<file path="src/rtl/usrt_tx_framer.sv">
// USRT transmit framer: FIFO-fed serialiser producing start / data (LSB first) /
// optional parity / one or two stop bits, advancing only on the usrt_pedge bit tick.

// Word FIFO between the host write port and the framer. Power-of-two depth so
// the pointers wrap by plain overflow.
module usrt_tx_framer_fifo #(
    parameter int W     = 8,
    parameter int DEPTH = 4
) (
    input  logic                         clk,
    input  logic                         rst,
    input  logic                         wr_valid_i,
    input  logic [W-1:0]                 wr_data_i,
    output logic                         wr_ready_o,
    input  logic                         rd_en_i,
    output logic [W-1:0]                 rd_data_o,
    output logic                         not_empty_o,
    output logic [$clog2(DEPTH+1)-1:0]   count_o
);
    localparam int PW   = $clog2(DEPTH);
    localparam int CNTW = $clog2(DEPTH+1);

    logic [W-1:0]    mem_q [DEPTH];
    logic [PW-1:0]   wr_ptr_q, wr_ptr_d;
    logic [PW-1:0]   rd_ptr_q, rd_ptr_d;
    logic [CNTW-1:0] count_q, count_d;
    logic            do_push, do_pop;

    // A pop is only honoured against the registered count, so a word written
    // this cycle is never visible to the reader in the same cycle.
    assign wr_ready_o  = (count_q < CNTW'(DEPTH));
    assign not_empty_o = (count_q != '0);
    assign do_push     = wr_valid_i && wr_ready_o;
    assign do_pop      = rd_en_i && not_empty_o;
    assign rd_data_o   = mem_q[rd_ptr_q];
    assign count_o     = count_q;

    // Pointer and occupancy next-state
    always_comb begin
        wr_ptr_d = wr_ptr_q;
        rd_ptr_d = rd_ptr_q;
        count_d  = count_q;
        if (do_push) wr_ptr_d = wr_ptr_q + PW'(1);
        if (do_pop)  rd_ptr_d = rd_ptr_q + PW'(1);
        unique case ({do_push, do_pop})
            2'b10:   count_d = count_q + CNTW'(1);
            2'b01:   count_d = count_q - CNTW'(1);
            default: count_d = count_q;
        endcase
    end

    // Pointer/count registers; reset flushes the FIFO
    always_ff @(posedge clk or posedge rst) begin
        if (rst) begin
            wr_ptr_q <= '0;
            rd_ptr_q <= '0;
            count_q  <= '0;
        end else begin
            wr_ptr_q <= wr_ptr_d;
            rd_ptr_q <= rd_ptr_d;
            count_q  <= count_d;
        end
    end

    // Storage array; contents are don't-care once the pointers are cleared
    always_ff @(posedge clk) begin
        if (do_push) mem_q[wr_ptr_q] <= wr_data_i;
    end
endmodule

module usrt_tx_framer #(
    parameter int MAX_BITS   = 8,
    parameter int FIFO_DEPTH = 4
) (
    input  logic                               clk,
    input  logic                               rst,
    input  logic                               usrt_pedge,
    input  logic                               run_flag,
    input  logic                               size_flag,
    input  logic [1:0]                         parity_mode,
    input  logic                               stop2,
    input  logic [MAX_BITS-1:0]                din,
    input  logic                               din_valid,
    output logic                               din_ready,
    output logic [$clog2(FIFO_DEPTH+1)-1:0]    fifo_count,
    output logic                               busy,
    output logic                               rts,
    output logic                               txd
);
    localparam int CW = $clog2(MAX_BITS+1);

    typedef enum logic [1:0] {
        IDLE   = 2'd0,
        DATA   = 2'd1,
        PARITY = 2'd2,
        STOP   = 2'd3
    } state_t;

    state_t              state_q, state_d;
    logic                txd_q, txd_d;
    logic                rts_q, rts_d;
    logic [MAX_BITS-1:0] shreg_q, shreg_d;
    logic [CW-1:0]       bitcnt_q, bitcnt_d;
    logic [CW-1:0]       nbits_q, nbits_d;
    logic                par_en_q, par_en_d;
    logic                par_odd_q, par_odd_d;
    logic                stop2_q, stop2_d;
    logic                par_acc_q, par_acc_d;
    logic [1:0]          stopcnt_q, stopcnt_d;

    logic                pop;
    logic                have_word;
    logic [MAX_BITS-1:0] fifo_rd_data;
    logic                start_ok;
    logic [1:0]          nstop;

    usrt_tx_framer_fifo #(
        .W     (MAX_BITS),
        .DEPTH (FIFO_DEPTH)
    ) u_fifo (
        .clk         (clk),
        .rst         (rst),
        .wr_valid_i  (din_valid),
        .wr_data_i   (din),
        .wr_ready_o  (din_ready),
        .rd_en_i     (pop),
        .rd_data_o   (fifo_rd_data),
        .not_empty_o (have_word),
        .count_o     (fifo_count)
    );

    assign start_ok = run_flag && have_word;
    assign nstop    = stop2_q ? 2'd2 : 2'd1;

    // Next-state / output logic; nothing moves unless the bit tick is high
    always_comb begin
        state_d   = state_q;
        txd_d     = txd_q;
        rts_d     = rts_q;
        shreg_d   = shreg_q;
        bitcnt_d  = bitcnt_q;
        nbits_d   = nbits_q;
        par_en_d  = par_en_q;
        par_odd_d = par_odd_q;
        stop2_d   = stop2_q;
        par_acc_d = par_acc_q;
        stopcnt_d = stopcnt_q;
        pop       = 1'b0;

        if (usrt_pedge) begin
            unique case (state_q)
                IDLE: begin
                    if (start_ok) begin
                        // Pop, latch this frame's configuration, drive start bit
                        pop       = 1'b1;
                        txd_d     = 1'b0;
                        rts_d     = 1'b1;
                        state_d   = DATA;
                        shreg_d   = fifo_rd_data;
                        bitcnt_d  = '0;
                        nbits_d   = size_flag ? CW'(MAX_BITS) : CW'(MAX_BITS-1);
                        par_en_d  = (parity_mode == 2'b01) || (parity_mode == 2'b10);
                        par_odd_d = (parity_mode == 2'b10);
                        stop2_d   = stop2;
                        par_acc_d = 1'b0;
                        stopcnt_d = '0;
                    end else begin
                        txd_d = 1'b1;
                        rts_d = 1'b0;
                    end
                end
                DATA: begin
                    // Parity accumulates only over bits actually sent, so an
                    // ignored top bit in short mode never affects it.
                    txd_d     = shreg_q[0];
                    shreg_d   = shreg_q >> 1;
                    par_acc_d = par_acc_q ^ shreg_q[0];
                    bitcnt_d  = bitcnt_q + CW'(1);
                    if (bitcnt_q == nbits_q - CW'(1)) begin
                        state_d   = par_en_q ? PARITY : STOP;
                        stopcnt_d = '0;
                    end
                end
                PARITY: begin
                    txd_d   = par_acc_q ^ par_odd_q;
                    state_d = STOP;
                end
                STOP: begin
                    if (stopcnt_q == nstop) begin
                        // This tick ends the last stop bit: chain or go idle
                        if (start_ok) begin
                            pop       = 1'b1;
                            txd_d     = 1'b0;
                            rts_d     = 1'b1;
                            state_d   = DATA;
                            shreg_d   = fifo_rd_data;
                            bitcnt_d  = '0;
                            nbits_d   = size_flag ? CW'(MAX_BITS) : CW'(MAX_BITS-1);
                            par_en_d  = (parity_mode == 2'b01) || (parity_mode == 2'b10);
                            par_odd_d = (parity_mode == 2'b10);
                            stop2_d   = stop2;
                            par_acc_d = 1'b0;
                            stopcnt_d = '0;
                        end else begin
                            txd_d   = 1'b1;
                            rts_d   = 1'b0;
                            state_d = IDLE;
                        end
                    end else begin
                        txd_d     = 1'b1;
                        stopcnt_d = stopcnt_q + 2'd1;
                    end
                end
                default: begin
                    txd_d   = 1'b1;
                    rts_d   = 1'b0;
                    state_d = IDLE;
                end
            endcase
        end
    end

    // Framer state registers; reset abandons any partial frame
    always_ff @(posedge clk or posedge rst) begin
        if (rst) begin
            state_q   <= IDLE;
            txd_q     <= 1'b1;
            rts_q     <= 1'b0;
            shreg_q   <= '0;
            bitcnt_q  <= '0;
            nbits_q   <= '0;
            par_en_q  <= 1'b0;
            par_odd_q <= 1'b0;
            stop2_q   <= 1'b0;
            par_acc_q <= 1'b0;
            stopcnt_q <= '0;
        end else begin
            state_q   <= state_d;
            txd_q     <= txd_d;
            rts_q     <= rts_d;
            shreg_q   <= shreg_d;
            bitcnt_q  <= bitcnt_d;
            nbits_q   <= nbits_d;
            par_en_q  <= par_en_d;
            par_odd_q <= par_odd_d;
            stop2_q   <= stop2_d;
            par_acc_q <= par_acc_d;
            stopcnt_q <= stopcnt_d;
        end
    end

    assign txd  = txd_q;
    assign rts  = rts_q;
    assign busy = (state_q != IDLE);
endmodule

</file>
<file path="config.mk">
export PLATFORM = sky130hd
export DESIGN_NAME = usrt_tx_framer
export DESIGN_NICKNAME = d
export VERILOG_FILES = /design/src/rtl/usrt_tx_framer.sv
export SDC_FILE = /design/constraint.sdc
export NUM_CORES = 1
export LEC_CHECK = 0
export ABC_AREA = 1
export BUFFER_PORTS_ARGS = -buffer_cell sky130_fd_sc_hd__buf_2
export CORE_ASPECT_RATIO = 0.6
export CORE_MARGIN = 5
export CORE_UTILIZATION = 55
export CTS_BUF_LIST = sky130_fd_sc_hd__clkbuf_4
export DETAILED_ROUTE_END_ITERATION = 8
export HOLD_SLACK_MARGIN = 0.02
export PLACE_DENSITY_LB_ADDON = 0.05
export RECOVER_POWER = 25
export SETUP_SLACK_MARGIN = 0.3
export SYNTH_ARGS = -nofsm -noshare
export SYNTH_HDL_FRONTEND = slang
export SYNTH_SLANG_ARGS = --single-unit
</file>
<file path="constraint.sdc">
create_clock -name clk -period 3.6 [get_ports clk]
set_clock_uncertainty 0.05 [all_clocks]
set_input_delay 0.36 -clock clk [delete_from_list [all_inputs] [get_ports clk]]
set_output_delay 0.36 -clock clk [all_outputs]
set_load 0.03 [all_outputs]
</file>
# ---- After elaboration in Yosys (flattened, before gate mapping)
# Memory sizes are Yosys's and may differ from the RTL's.
# Index checks and enable logic that the tools add are counted.
dict set report totals {
  reg_bits 33
  ramBits 32
  input_bits 17
  output_inout_bits 7
  word_cells 96
  mem_count 1
}
dict set report classes {
  addsub 7
  n_lt_le_gt_ge 1
  n_eq_ne 12
  muxes 45
  bitwise_logic 2
  reduce_logical 14
}
# name words word_bits read_ports rd_clocked_by_memory_dff write_ports line
set memory_table {}
lappend memory_table {u_fifo.mem_q 4 8 1 0 1 23} ;# logic [W-1:0] mem_q [DEPTH];
# op n
set ops {}
lappend ops {{one-hot mux 8 bit (3 select lines)} 1}
lappend ops {{2-to-1 mux 4 bit} 5}
lappend ops {{2-to-1 mux 1 bit} 18}
lappend ops {{2-to-1 mux 8 bit} 2}
lappend ops {{2-to-1 mux 2 bit} 7}
lappend ops {{one-hot mux 4 bit (3 select lines)} 1}
lappend ops {{one-hot mux 1 bit (2 select lines)} 5}
lappend ops {{AND reduction 3 bit} 3}
lappend ops {{== test 2 bit, second input constant} 4}
lappend ops {{one-hot mux 2 bit (4 select lines)} 1}
lappend ops {{one-hot mux 4 bit (2 select lines)} 1}
lappend ops {{adder 2 x 1 -> 2 bit, second input constant} 3}
lappend ops {{== test 2 x 1 -> 1 bit, second input constant} 3}
lappend ops {{inequality test 2 bit, second input constant} 3}
lappend ops {{one-hot mux 2 bit (3 select lines)} 1}
lappend ops {{one-hot mux 3 bit (2 select lines)} 1}
lappend ops {{nonzero test 2 bit} 3}
lappend ops {{nonzero test 3 bit} 2}
lappend ops {{adder 4 x 1 -> 4 bit, second input constant} 1}
lappend ops {{== test 4 bit} 1}
lappend ops {{one-hot mux 1 bit (4 select lines)} 1}
lappend ops {{AND reduction 4 bit} 1}
lappend ops {{subtractor 4 x 1 -> 4 bit, second input constant} 1}
lappend ops {{adder 3 x 1 -> 3 bit, second input constant} 1}
lappend ops {{8 further kinds} 11}

# ---- Logic depth before layout (Yosys ltp)
dict set report depth {
  word_depth 9
  ltp_mapped 13
  depth_no_buf 13
}

# ---- Cells and area by module
# Synthesis repeated with hierarchy kept, for this count alone.
dict set report unflattened {
  cells_unflattened 324
  area_unflattened_um2 3216.8
}
# module instances cells_each area_each_um2
set by_module_without_submodules {}
lappend by_module_without_submodules {usrt_tx_framer_fifo 1 149 1725.4}
lappend by_module_without_submodules {usrt_tx_framer 1 175 1491.4}

# ---- Worst setup path before layout
# No wires, ideal clock.
dict set report synth_timing {
  kind {register to register}
  from {register u_fifo.count_q[2], in the netlist u_fifo.count_o[2]}
  to {register u_fifo.count_q[2], in the netlist u_fifo.count_o[2]}
  arrival_ns 2.264
  required_time_ns 3.413
  path_slack_ns 1.150
  path_stages_with_launch 13
  path_buffers 0
  synth_period_minus_slack_ns 2.450
  cell_sequence {dfrtp_1 inv_1 nand2_2 nand2_4 nor3_4 nand2_1 inv_1 ha_1 inv_1 fa_1 a21oi_1 o21ai_0 xor2_1}
}
# element line
set synth_lines {}
lappend synth_lines {{from (decl)} 26} ;# logic [CNTW-1:0] count_q, count_d;
lappend synth_lines {{from (signal assigned)} 61} ;# count_q <= count_d;
lappend synth_lines {{< comparator 3 bit (*)} 31} ;# assign wr_ready_o = (count_q < CNTW'(DEPTH));
lappend synth_lines {{named net din_ready} 84} ;# output logic din_ready,
lappend synth_lines {{logical AND 1 bit (*)} 33} ;# assign do_push = wr_valid_i && wr_ready_o;
lappend synth_lines {{== test 2 x 1 -> 1 bit or == test 2 bit (tied branches)} 45} ;# unique case ({do_push, do_pop})
lappend synth_lines {{one-hot mux 3 bit (2 select lines) or nonzero test 2 bit (tied branches)} -}
# The timed path passes the listed nets; every way through them passes the cells marked *.
# A chain may end at the register's enable or synchronous reset.

# ---- Worst setup path in the final report
dict set report layout_timing {
  from {register state_q[0]}
  to {register u_fifo.count_q[2], in the netlist u_fifo.count_o[2]}
}
dict set report layout_between {
  elab_chain_cells 6
}
# element line
set layout_lines {}
lappend layout_lines {{from (decl)} 99} ;# state_t state_q, state_d;
lappend layout_lines {{from (signal assigned)} 238} ;# state_q <= state_d;
lappend layout_lines {{== test 2 bit or logical NOT 2 bit (tied branches)} 151} ;# unique case (state_q)
lappend layout_lines {{one-hot mux 1 bit (2 select lines) (*)} 151}
lappend layout_lines {{2-to-1 mux 1 bit (*)} 150} ;# if (usrt_pedge) begin
lappend layout_lines {{logical AND 1 bit (*)} 34} ;# assign do_pop = rd_en_i && not_empty_o;
lappend layout_lines {{named net u_fifo.do_pop} 27} ;# logic do_push, do_pop;
lappend layout_lines {{== test 2 x 1 -> 1 bit or == test 2 bit (tied branches)} 45}
lappend layout_lines {{one-hot mux 3 bit (2 select lines) or nonzero test 2 bit (tied branches)} -}
# Marked as above.

==> results.ini <==
[outcome]
status = completed

[placement]
port_buffers = 23
hpwlAfterDp_um = 4350
post-place-ws_ns = 1.11
gp_congestion = 0.896
place_area_um2 = 3290
dp_cells = 423

[logic_synthesis]
syn_area_um2 = 3120
synth_xor_area_share_pct = 2.25
synth_top_cell_area_share_pct = 30.8
synth_mux_area_share_pct = 0
synth_compound_area_share_pct = 6.66
syn-instance-count = 326
synth_area_leaders = edfxtp_1 (31%), dfrtp_1 (24%), nand2_1 (12%)
synth_top_family_by_area = simple AND/OR/NAND/NOR gates
synth_warnings = 0
synth_ff_type = edfxtp_1
synthAdderAreaFrac_pct = 5.45
ys_seq_area_share_pct = 55.7
synth_common_cells = nand2_1 (102), inv_1 (36), edfxtp_1 (32), nand3_1 (32), dfrtp_1 (30)
synthSimpleGateAreaFrac_pct = 23.3
syn-num-nets = 356
synth_cell_types = 29
synthMostInstantiatedCell = nand2_1
synth_largest_area_cell = edfxtp_1
ys_ff_latch = 63
syn_area_per_cell_um2 = 9.57
synth-edff-count = 32
asyncSetResetFlopFracSynth_pct = 49.2

[power]
peakVddDrop_uv = 439
p_leak_nw = 1.55
powerDensity_nw_per_um2 = 803
finalPower_mw = 2.76

[cells_and_area]
drive_gt1_share_pct = 15.0
fin_nets = 384
final_cells = 439
final_cell_area_um2 = 3440
fin_util_pct = 62.1
area_growth_pct = 10.3
diodes = 0
n_fill_cell = 493

[timing]
hold_violations = 0
final.setup.tns_ns = 0
rsz0062_at_grt = no
setup_ws_ns = 1.10
fin_hold_ws_ns = 0.124
setup_viol = 0
layout_min_cycle_time_ns = 2.50
max_slew.worst_pin.slew_ns = 0.985
max_slew_margin_pct = 34.2
fmaxAchievable_mhz = 400
finalCritPeriodShare_pct = 69.4
final_max_slew_viol_count = 0

[clocking]
clk_latency_ns = 0.40
clock_path_buffers = 2
cts_made_buffers = 9
htree_levels = 3
cts.clk_slew.worst_paths_ns = 0.11
cts_resized = 0
cts_tree = done
cts_root_buf = clkbuf_4
holdBufCountCts = 0
numClockSinks = 63
post_cts_buffers = 0

[critical_path]
cpMaxStageDelayCell = dfrtp_1
start_kind = flop
slowest_delay_ns = 0.40
cpMostUsedCell = inv_1
crit_required_ns = 3.83
crit_type = flop to flop
arrival_ns = 2.73
crit_path_max_fanout = 5
crit_path_end_kind = flop
path_cells = inv_1, ha_1, nor3_4, nand2_1, inv_1, ha_1, inv_1, fa_1, a21oi_1, o21ai_0, xor2_1

[grt]
grt_pass1_vias = 2076
grt_pass1_wl_um = 10300
grt-ovfl-total = 0
grt_util_all_layers_pct = 18.8
grt_max_degree = 27
antenna_found_initial = 0

[floorplanning]
die_area_um2 = 7330
io_pins = 24
chipHeight_um = 68.3
num_rows = 21
initial_core_util_pct = 56.3
die_w_um = 107
core-area_um2 = 5540

[route]
vias_per_cell = 5.00
drt_iter0_drc = 185
route.vias.total = 2196
drtPass1Iterations = 4
drc = 0
wl_per_cell_um = 13.5
ant_nets = 0
wl_um = 5940

[flow_run]
max_cap_violations = 0

[worst_hold_path]
hold_class = primary input to async pin

-- final timing paths --
check / startpoint / endpoint / slack (ns) / cells after the start
max: state_q[0] / u_fifo.count_o[2] / 1.10 / 11
min: rst / par_en_q / 0.12 / 2
max reg2reg: state_q[0] / u_fifo.count_o[2] / 1.10 / 11
min reg2reg: shreg_q[7] / shreg_q[7] / 0.46 / 2
max in group asynchronous: rst / txd / 2.64 / 3
min in group clk: size_flag / nbits_q[2] / 0.14 / 2
-- final cells by class --
class	instances	area (um2)	share of cell area, %
Timing Repair Buffer	24	113	3.27
Clock buffer	9	67.6	1.96
Sequential cell	63	1740	50.5
Inverter	39	151	4.40
Tap cell	80	100	2.91
Multi-Input combinational cell	217	1170	34.1
Clock inverter	7	96.3	2.80
-- cells in the final DEF (no fill, tap or decap) --
| cell | n |
|---|---|
| nor2_1 | 14 |
| nor2_4 | 1 |
| fa_1 | 1 |
| xnor2_1 | 2 |
| o21ai_0 | 19 |
| edfxtp_1 | 32 |
| dfrtp_1 | 30 |
| nand3_4 | 2 |
| clkinvlp_4 | 2 |
| nor3_1 | 1 |
| dfstp_2 | 1 |
| o21ai_2 | 8 |
| bufinv_16 | 2 |
| clkbuf_4 | 9 |
| nand2_2 | 4 |
| nand2_1 | 102 |
| nor3_4 | 1 |
| nand2_4 | 1 |
| nand3_2 | 2 |
| o211ai_1 | 1 |
| clkinv_1 | 1 |
| nand3_1 | 32 |
| inv_6 | 2 |
| inv_1 | 36 |
| buf_2 | 15 |
| xor2_1 | 6 |
| buf_4 | 1 |
| nand3b_1 | 1 |
| clkbuf_1 | 8 |
| ha_1 | 12 |
| clkinv_4 | 1 |
| a21oi_1 | 7 |
| inv_2 | 2 |
-- sequential cells by signal, summed over array words and instances (netlist names) --
signal	flops
u_fifo.mem_q	32
shreg_q	8
bitcnt_q	4
u_fifo.count_o	3
nbits_q	2
state_q	2
stopcnt_q	2
u_fifo.rd_ptr_q	2
u_fifo.wr_ptr_q	2
par_acc_q	1
par_en_q	1
par_odd_q	1
rts	1
stop2_q	1
txd	1
-- report_power, final --
part / total [mW] / switching, mW / internal, mW
Sequential: 1.12 / 0.167 / 0.957
Clock: 0.544 / 0.262 / 0.282
Combinational: 1.10 / 0.727 / 0.368
Total: 2.76 / 1.16 / 1.61
-- metal layers --
metal / GRT usage, % / vias to the layer above / part of all wire [%] / routed length, um
met5: 0 / - / 0 / 0
li1: - / 1122 / - / -
met1: 28.9 / 1021 / 54 / 3200
met3: 5.84 / 2 / 5.4 / 321
met4: 5.74 / 0 / 0.40 / 24
met2: 24.9 / 51 / 40 / 2400
-- kinds of logic (layout without fill, tap and decap cells) --
| family | Yosys count | after routing |
|---|---|---|
| XOR/XNOR | 8 | 8 |
| buffers and inverters | 46 | 79 |
| adder cells (fa/ha/maj) | 13 | 13 |
| flip-flops | 63 | 63 |
| AND/OR/NAND/NOR | 161 | 161 |
| AO/OA/AOI/OAI | 35 | 35 |
-- worst max-delay path: cells and delay by family (launching register included) --
kind                       cells  cell delay (ns)
AOI/OAI and AO/OA              2             0.24
xor gates and xnor gates       1             0.15
and+or+nand+nor                2             0.43
adders and majority gates      3             0.87
DFF                            1             0.40
buffers and inverters          3             0.25
Note: power is estimated with default switching activity, not from simulation.
